===== src/rtl/mips_fetch_queue.sv =====
// rtl/mips_fetch_queue.sv - MIPS instruction-fetch front end with prefetch queue
// Owns the PC, issues in-order fetches under a credit limit and drops stale responses after redirect.
module mips_fetch_queue #(
   parameter int              XLEN     = 32,
   parameter int              DEPTH    = 4,
   parameter logic [XLEN-1:0] RESET_PC = '0,
   parameter logic [XLEN-1:0] NOP      = '0
) (
   input  logic                     clock,
   input  logic                     rst_n,
   output logic                     imem_req_valid,
   input  logic                     imem_req_ready,
   output logic [XLEN-1:0]          imem_req_addr,
   input  logic                     imem_rsp_valid,
   input  logic [XLEN-1:0]          imem_rsp_data,
   input  logic                     redirect_valid,
   input  logic [XLEN-1:0]          redirect_pc,
   input  logic                     id_ready,
   output logic                     ifid_valid,
   output logic [XLEN-1:0]          ifid_ir,
   output logic [XLEN-1:0]          ifid_pc,
   output logic [XLEN-1:0]          ifid_pc4,
   output logic [$clog2(DEPTH):0]   queue_count
);

   localparam int AW = $clog2(DEPTH);
   localparam int CW = AW + 1;

   typedef enum logic [1:0] {BOOT, RUN, DRAIN} state_t;

   state_t          state, state_nx;
   logic [XLEN-1:0] pc;
   logic [XLEN-1:0] q_ir [DEPTH];
   logic [XLEN-1:0] q_pc [DEPTH];
   logic [AW-1:0]   rptr, wptr;
   logic [CW-1:0]   count, outstanding, discard;

   logic [CW:0]     credit_used;
   logic            accept, rsp_take, rsp_drop, push, pop;
   logic [CW-1:0]   discard_redir, discard_dec;
   logic [XLEN-1:0] rsp_pc;

   // In-flight fetches are always consecutive words ending just below pc.
   assign rsp_pc         = pc - (XLEN'(outstanding) << 2);
   assign credit_used    = {1'b0, outstanding} + {1'b0, count};
   assign imem_req_valid = (state == RUN) && (credit_used < (CW+1)'(DEPTH));
   assign imem_req_addr  = pc;
   assign accept         = imem_req_valid && imem_req_ready;
   assign rsp_drop       = imem_rsp_valid && (discard != '0);
   assign rsp_take       = imem_rsp_valid && (discard == '0) && (outstanding != '0);
   assign push           = rsp_take && !redirect_valid;
   assign pop            = id_ready && ifid_valid && !redirect_valid;
   assign discard_redir  = outstanding + discard + CW'(accept) - CW'(rsp_take | rsp_drop);
   assign discard_dec    = discard - CW'(rsp_drop);

   assign ifid_valid  = (count != '0);
   assign ifid_ir     = ifid_valid ? q_ir[rptr] : NOP;
   assign ifid_pc     = ifid_valid ? q_pc[rptr] : rsp_pc;
   assign ifid_pc4    = ifid_pc + XLEN'(4);
   assign queue_count = count;

   always_comb begin
      state_nx = state;
      case (state)
         BOOT:    state_nx = RUN;
         RUN:     state_nx = RUN;
         DRAIN:   if (discard_dec == '0) state_nx = RUN;
         default: state_nx = BOOT;
      endcase
      if (redirect_valid) state_nx = (discard_redir != '0) ? DRAIN : RUN;
   end

   always_ff @(posedge clock or negedge rst_n) begin
      if (!rst_n) begin
         state       <= BOOT;
         pc          <= RESET_PC;
         rptr        <= '0;
         wptr        <= '0;
         count       <= '0;
         outstanding <= '0;
         discard     <= '0;
      end else begin
         state <= state_nx;
         if (redirect_valid) begin
            pc          <= {redirect_pc[XLEN-1:2], 2'b00};
            rptr        <= '0;
            wptr        <= '0;
            count       <= '0;
            outstanding <= '0;
            discard     <= discard_redir;
         end else begin
            if (accept) pc <= pc + XLEN'(4);
            rptr        <= rptr + AW'(pop);
            wptr        <= wptr + AW'(push);
            count       <= count + CW'(push) - CW'(pop);
            outstanding <= outstanding + CW'(accept) - CW'(rsp_take);
            discard     <= discard_dec;
         end
      end
   end

   always_ff @(posedge clock) begin
      if (push) begin
         q_ir[wptr] <= imem_rsp_data;
         q_pc[wptr] <= rsp_pc;
      end
   end

endmodule


===== config.mk =====
export PLATFORM = sky130hd
export DESIGN_NAME = mips_fetch_queue
export DESIGN_NICKNAME = d
export VERILOG_FILES = /design/src/rtl/mips_fetch_queue.sv
export SDC_FILE = /design/constraint.sdc
export NUM_CORES = 1
export LEC_CHECK = 0
export CAP_MARGIN = 10
export CORE_UTILIZATION = 56
export DETAILED_ROUTE_END_ITERATION = 16
export PLACE_DENSITY = 0.94
export SLEW_MARGIN = 30
export SYNTH_ARGS = -nofsm -noshare
export SYNTH_HDL_FRONTEND = slang
export SYNTH_SLANG_ARGS = --single-unit

===== constraint.sdc =====
create_clock -name clock -period 9.3 [get_ports clock]
set_input_delay 1.86 -clock clock [delete_from_list [all_inputs] [get_ports clock]]
set_output_delay 1.86 -clock clock [all_outputs]
set_load 0.01 [all_outputs]

* After elaboration in Yosys (flattened, before gate mapping) *
Memory sizes are Yosys's and may differ from the RTL's.
Cells that the tools add are included.
Widths: inputs -> output; s select.

cells by class
  bitwise logic cells = 1
  equal/unequal tests = 3
  reductions and logical operators = 18
  $lt $le $gt $ge = 1
  $add $sub $neg = 14
  mux-type cells = 15

operators with widths
  cell                   number
  $mux 32                4
  $add 32x3->32 const B  2
  $sub 32x5->32          1
  $reduce_bool 3->1      4
  $sub 3x1->3            4
  $mux 2                 5
  $add 3x1->3            3
  $mux 3                 3
  $logic_and 1x1->1      8
  $logic_not 3->1        2
  $add 2x1->2            2
  $add 3x3->4            1
  $lt 4x3->1 const B     1
  $pmux 2 s2             1
  $add 3x3->3            1
  $ne 3x3->1 const B     1
  $eq 2x1->1 const B     1
  $eq 2x2->1 const B     1
  $logic_not 2->1        1
  $mux 1                 2
  $reduce_bool 2->1      1
  $reduce_or 2->1        1
  $logic_not 1->1        1
  $or 1x1->1             1

storage, ports and cells
  RAM bits = 256
  logic and storage cells = 61
  memories kept = 2
  flip-flop bits (word level) = 47
  output and inout port bits = 133

memories
  memory  words  width  read ports  clocked after Yosys merged registers in  wr ports  RTL line  RTL
  q_ir    4      32     1           0                                        1         33        logic [XLEN-1:0] q_ir [DEPTH];
  q_pc    4      32     1           0                                        1         34        logic [XLEN-1:0] q_pc [DEPTH];

* Depth between registers and ports, before layout *
  depth after elaboration = 9
  mapped depth = 14
  depth with buffers taken out = 12

* Least setup slack after synthesis *
OpenSTA, ideal clock, no wires.

  path type = input-to-reg
  start = in redirect_valid
  end = mem q_ir[2][0], enable pin
  cell stages on the path = 4
  setup slack = 1.860 ns
  library setup time = 0.571 ns
  arrival = 6.869 ns
  cells stage by stage = clkbuf_1 > inv_1 > nand2_1 > nor3b_1

on the way
  longest elaborated chain between the ends = 4

ends and longest elaborated chain
  what                          RTL line  RTL
  from (decl)                   16        input logic redirect_valid,
  $logic_not 1->1               51        assign push = rsp_take && !redirect_valid;
  $logic_and 1x1->1             51
  $mux 1                        103       if (push) begin
  $mux 1 (not written as such)  104       q_ir[wptr] <= imem_rsp_data;
  to (decl)                     33

No other way between the ends.

* Worst setup path after layout *
  start = reg pc[2], in the netlist imem_req_addr[2]
  end = out ifid_pc4[30]

on the way
  longest elaborated chain between the ends = 3

ends and longest elaborated chain
  what                    RTL line  RTL
  from (decl)             32        logic [XLEN-1:0] pc;
  from (signal assigned)  85        pc <= {redirect_pc[XLEN-1:2], 2'b00};
  from (signal assigned)  92        if (accept) pc <= pc + XLEN'(4);
  $sub 32x5->32           44        assign rsp_pc = pc - (XLEN'(outstanding) << 2);
  net rsp_pc[12]          41        logic [XLEN-1:0] rsp_pc;
  $mux 32                 58        assign ifid_pc = ifid_valid ? q_pc[rptr] : rsp_pc;
  $add 32x3->32           59        assign ifid_pc4 = ifid_pc + XLEN'(4);
  to (decl)               22        output logic [XLEN-1:0] ifid_pc4,

The timed path passes the listed nets, and every way through them passes these cells.

==> results.json <==
{
  "ys_seq_area_frac": 0.6230,
  "worstReg2RegStart": "outstanding[2]",
  "drt_first_pass_iters": 5,
  "async_reset_ff_frac": 0.1536,
  "io_pins": 203,
  "ys_ff_latch": 293,
  "ir_worst_vdd_uv": 252.2,
  "r2r_end": "imem_req_addr[24]",
  "power_density_mw_per_mm2": 230.9,
  "synth-simple-area-share": 0.1182,
  "worst-setup-path-type": "flip-flop to output pin",
  "core_area_sq_mm": 0.02375,
  "fin_crit_ns": 7.497,
  "antenna_cells": 0,
  "vias": 8930,
  "syn_to_final_growth_pct": 22.77,
  "synth_compound_gate_area_share": 0.04146,
  "die_w_um": 158.8,
  "row_count": 56,
  "ant_nets": 0,
  "cp.required_ns": 7.44,
  "initialDrtViolationCount": 773,
  "grt_use_total": 0.2451,
  "synthCells": 972,
  "status": "complete, no violations",
  "wl_per_cell_um": 20.55,
  "vias_per_cell": 5.977,
  "clkSlewWorstSetupHoldPaths_ns": 0.06,
  "cts_tree": "yes",
  "cap_violations": 0,
  "fin_ws_ns": 1.803,
  "synthAdderAreaFrac": 0.02273,
  "synthesis.area_sq_mm": 0.01376,
  "synth_edf_count": 248,
  "die_h_um": 158.8,
  "fin_crit_sh": 0.8061,
  "fin_nets": 1245,
  "worstSkewPairLatency_ns": 0.55,
  "r2r_setup_slack_ns": 5.57,
  "ff2ff_path_depth": 11,
  "slew_viol_final": 0,
  "clockBufferDepth": 3,
  "clock-root-buffer": "clkbuf_16",
  "finalClockSkew_ns": 0.01452,
  "fillCellCount": 1476,
  "initial_core_util": 0.5793,
  "dp_hpwl_um": 19360,
  "cp_data_arrival_time_ns": 5.64,
  "holdCritPathClass": "flip-flop to flip-flop",
  "cts_resized": 0,
  "yosysWarnings": 0,
  "gp_congestion": 0.8518,
  "synth_top_family_by_area": "simple AND/OR/NAND/NOR gates",
  "post-route-util": 0.7112,
  "endpoint": "ifid_pc4[30]",
  "h-tree-depth": 1,
  "cts_buffers": 29,
  "postCtsHoldBufs": 0,
  "ys.flop_type": "edfxtp_1",
  "crit_path_end_kind": "output pin",
  "post-place-ws_ns": 2.583,
  "cts.sinks": 293,
  "yosysUniqueCellTypes": 66,
  "syn_area_per_cell_sq_um": 14.16,
  "setup_viol": 0,
  "synth_mux_area_frac": 0.1099,
  "critPathMaxFanout": 11,
  "hold_violations": 0,
  "grt_max_degree": 75,
  "grt_pass1_vias": 9073,
  "startpoint": "imem_req_addr[2]",
  "grt_pass1_wl_um": 48280,
  "relSlewSlack": 0.3474,
  "post-cts-setup-buffers": 0,
  "antenna_found_initial": 0,
  "cp-start-kind": "flip-flop",
  "leakage_nw": 5.788,
  "port_buffers": 194,
  "finalWirelength_um": 30710,
  "worst_pin_slew_ns": 0.9789,
  "fin_tns_setup_ns": 0,
  "gr-total-overflow": 0,
  "drc_errors": 0,
  "holdPathStages": 1,
  "rsz0062_at_grt": "no",
  "synth_xor_area_frac": 0.05346,
  "drive_above_1_share": 0.1277,
  "max_clock_freq_mhz": 133.4,
  "dieArea_sq_mm": 0.02520
}
per-layer routing:
metal | global-route usage | vias up | wire, um
met4 | 0.08473 | 0 | 732
met1 | 0.3216 | 4481 | 12030
met5 | 0 | - | 0
met3 | 0.04154 | 71 | 2414
met2 | 0.4143 | 402 | 15530
li1 | - | 3976 | -
worst min-delay path by stage:
| stage | startpoint | to | slack (ns) |
|---|---|---|---|
| final | state[0] | state[0] | 0.49 |
| after global routing | state[1] | state[0] | 0.54 |
| after CTS | state[0] | state[0] | 0.49 |
| after detailed placement | state[0] | state[0] | 0.49 |
| after global placement | state[0] | state[0] | 0.48 |
| after floorplan | state[0] | state[0] | 0.46 |
flip-flops by register name (all words and copies together), names as in the netlist:
name           flops
q_ir             128
queue_count        3
state              2
imem_req_addr     30
q_pc             120
wptr               2
rptr               2
discard            3
outstanding        3
cells in the final DEF, fill, tap and decap left out, types with 7 or more instances in the layout:
| cell | instances |
|---|---|
| and3_1 | 12 |
| dfrtp_1 | 43 |
| o21ai_0 | 47 |
| nor4_1 | 11 |
| mux4_2 | 62 |
| nand3_1 | 23 |
| xnor2_1 | 57 |
| clkbuf_16 | 29 |
| nor2_1 | 46 |
| nand2_1 | 96 |
| inv_1 | 37 |
| nor3_1 | 19 |
| and2_1 | 38 |
| or3_1 | 7 |
| edfxtp_1 | 248 |
| ha_1 | 17 |
| nor2b_1 | 11 |
| nand4_1 | 17 |
| clkdlybuf4s50_1 | 192 |
| xor2_1 | 27 |
| buf_4 | 11 |
| clkbuf_1 | 8 |
layout make-up:
type,instances,area [sq um],share of cell area
tap,319,399.1,0.02363
clock inverter,15,157.7,0.009332
sequential,293,8581,0.5079
timing repair buffer,206,2034,0.1204
clock buffer,38,769.5,0.04555
inverter,39,146.4,0.008665
multi-input combinational,584,4806,0.2845
report_power, final:
group / leakage, nW / switching (W) / total [W] / internal, W
Clock: 0.458 / 0.000473 / 0.00114 / 0.000666
Sequential: 2.79 / 0.0000722 / 0.00155 / 0.00148
Combinational: 2.54 / 0.000608 / 0.00121 / 0.000606
through the flow:
step	cells	total power, W	instance area, sq um	hold WS (ns)
2_1_floorplan	977	0.002205	13780	0.4560
3_3_place_gp	1440	0.002747	15940	0.4812
3_5_place_dp	1440	0.002779	15940	0.4857
4_1_cts	1493	0.003920	16870	0.4945
5_1_grt	1494	0.004069	16890	0.5415
6_report	1494	0.003901	16890	0.4945
cell families (layout without fill, tap and decap cells):
logic type      count (synthesis)  in the layout
other cells                     1              6
buf+inv                       100            298
xor+xnor                       84             84
mux                            73             73
flops                         293            293
compound gates                 88             88
fa+ha+maj                      22             22
simple gates                  311            311
worst max-delay path, cell delays in order (launching register included):
cell and delay, ns:
dfrtp_1 0.42, inv_1 0.13, ha_1 0.21, fa_1 0.24, nand2b_1 0.23, nand4_1 0.51
xnor2_1 0.63, mux2_2 0.33, nand4_1 0.37, nor4_2 0.88, nor4b_2 0.36, xor2_1 0.19
clkdlybuf4s50_1 0.57
cell usage after synthesis, types with 3 or more instances:
cell      number  area, sq um
and2_1        38        237.7
a21oi_1        6        30.03
buf_4          6        45.04
inv_1         37        138.9
or3_1          7        43.79
o211ai_1       5        37.54
ha_1          17        212.7
buf_2         10        50.05
nor2_1        47        176.4
and3_1        13        81.33
mux4_2        62         1396
o31ai_1        3        22.52
mux2_2         5        56.30
o21ai_0       47        235.2
o311ai_0       3        26.28
nand4_1       17        106.4
xor2_1        27        236.5
or2_2          5        31.28
nand3_1       23        115.1
nor3_1        20        100.1
nor2b_1       11        68.82
nand2_1       96        360.4
dfrtp_1       45         1126
fa_1           5        100.1
buf_1         10        37.54
edfxtp_1     248         7447
nor4_1        12        75.07
clkbuf_1      33        123.9
xnor2_1       57        499.2
a31oi_1        4        25.02
mux2i_1        6        60.06
Note: power is estimated with default switching activity, not from simulation.
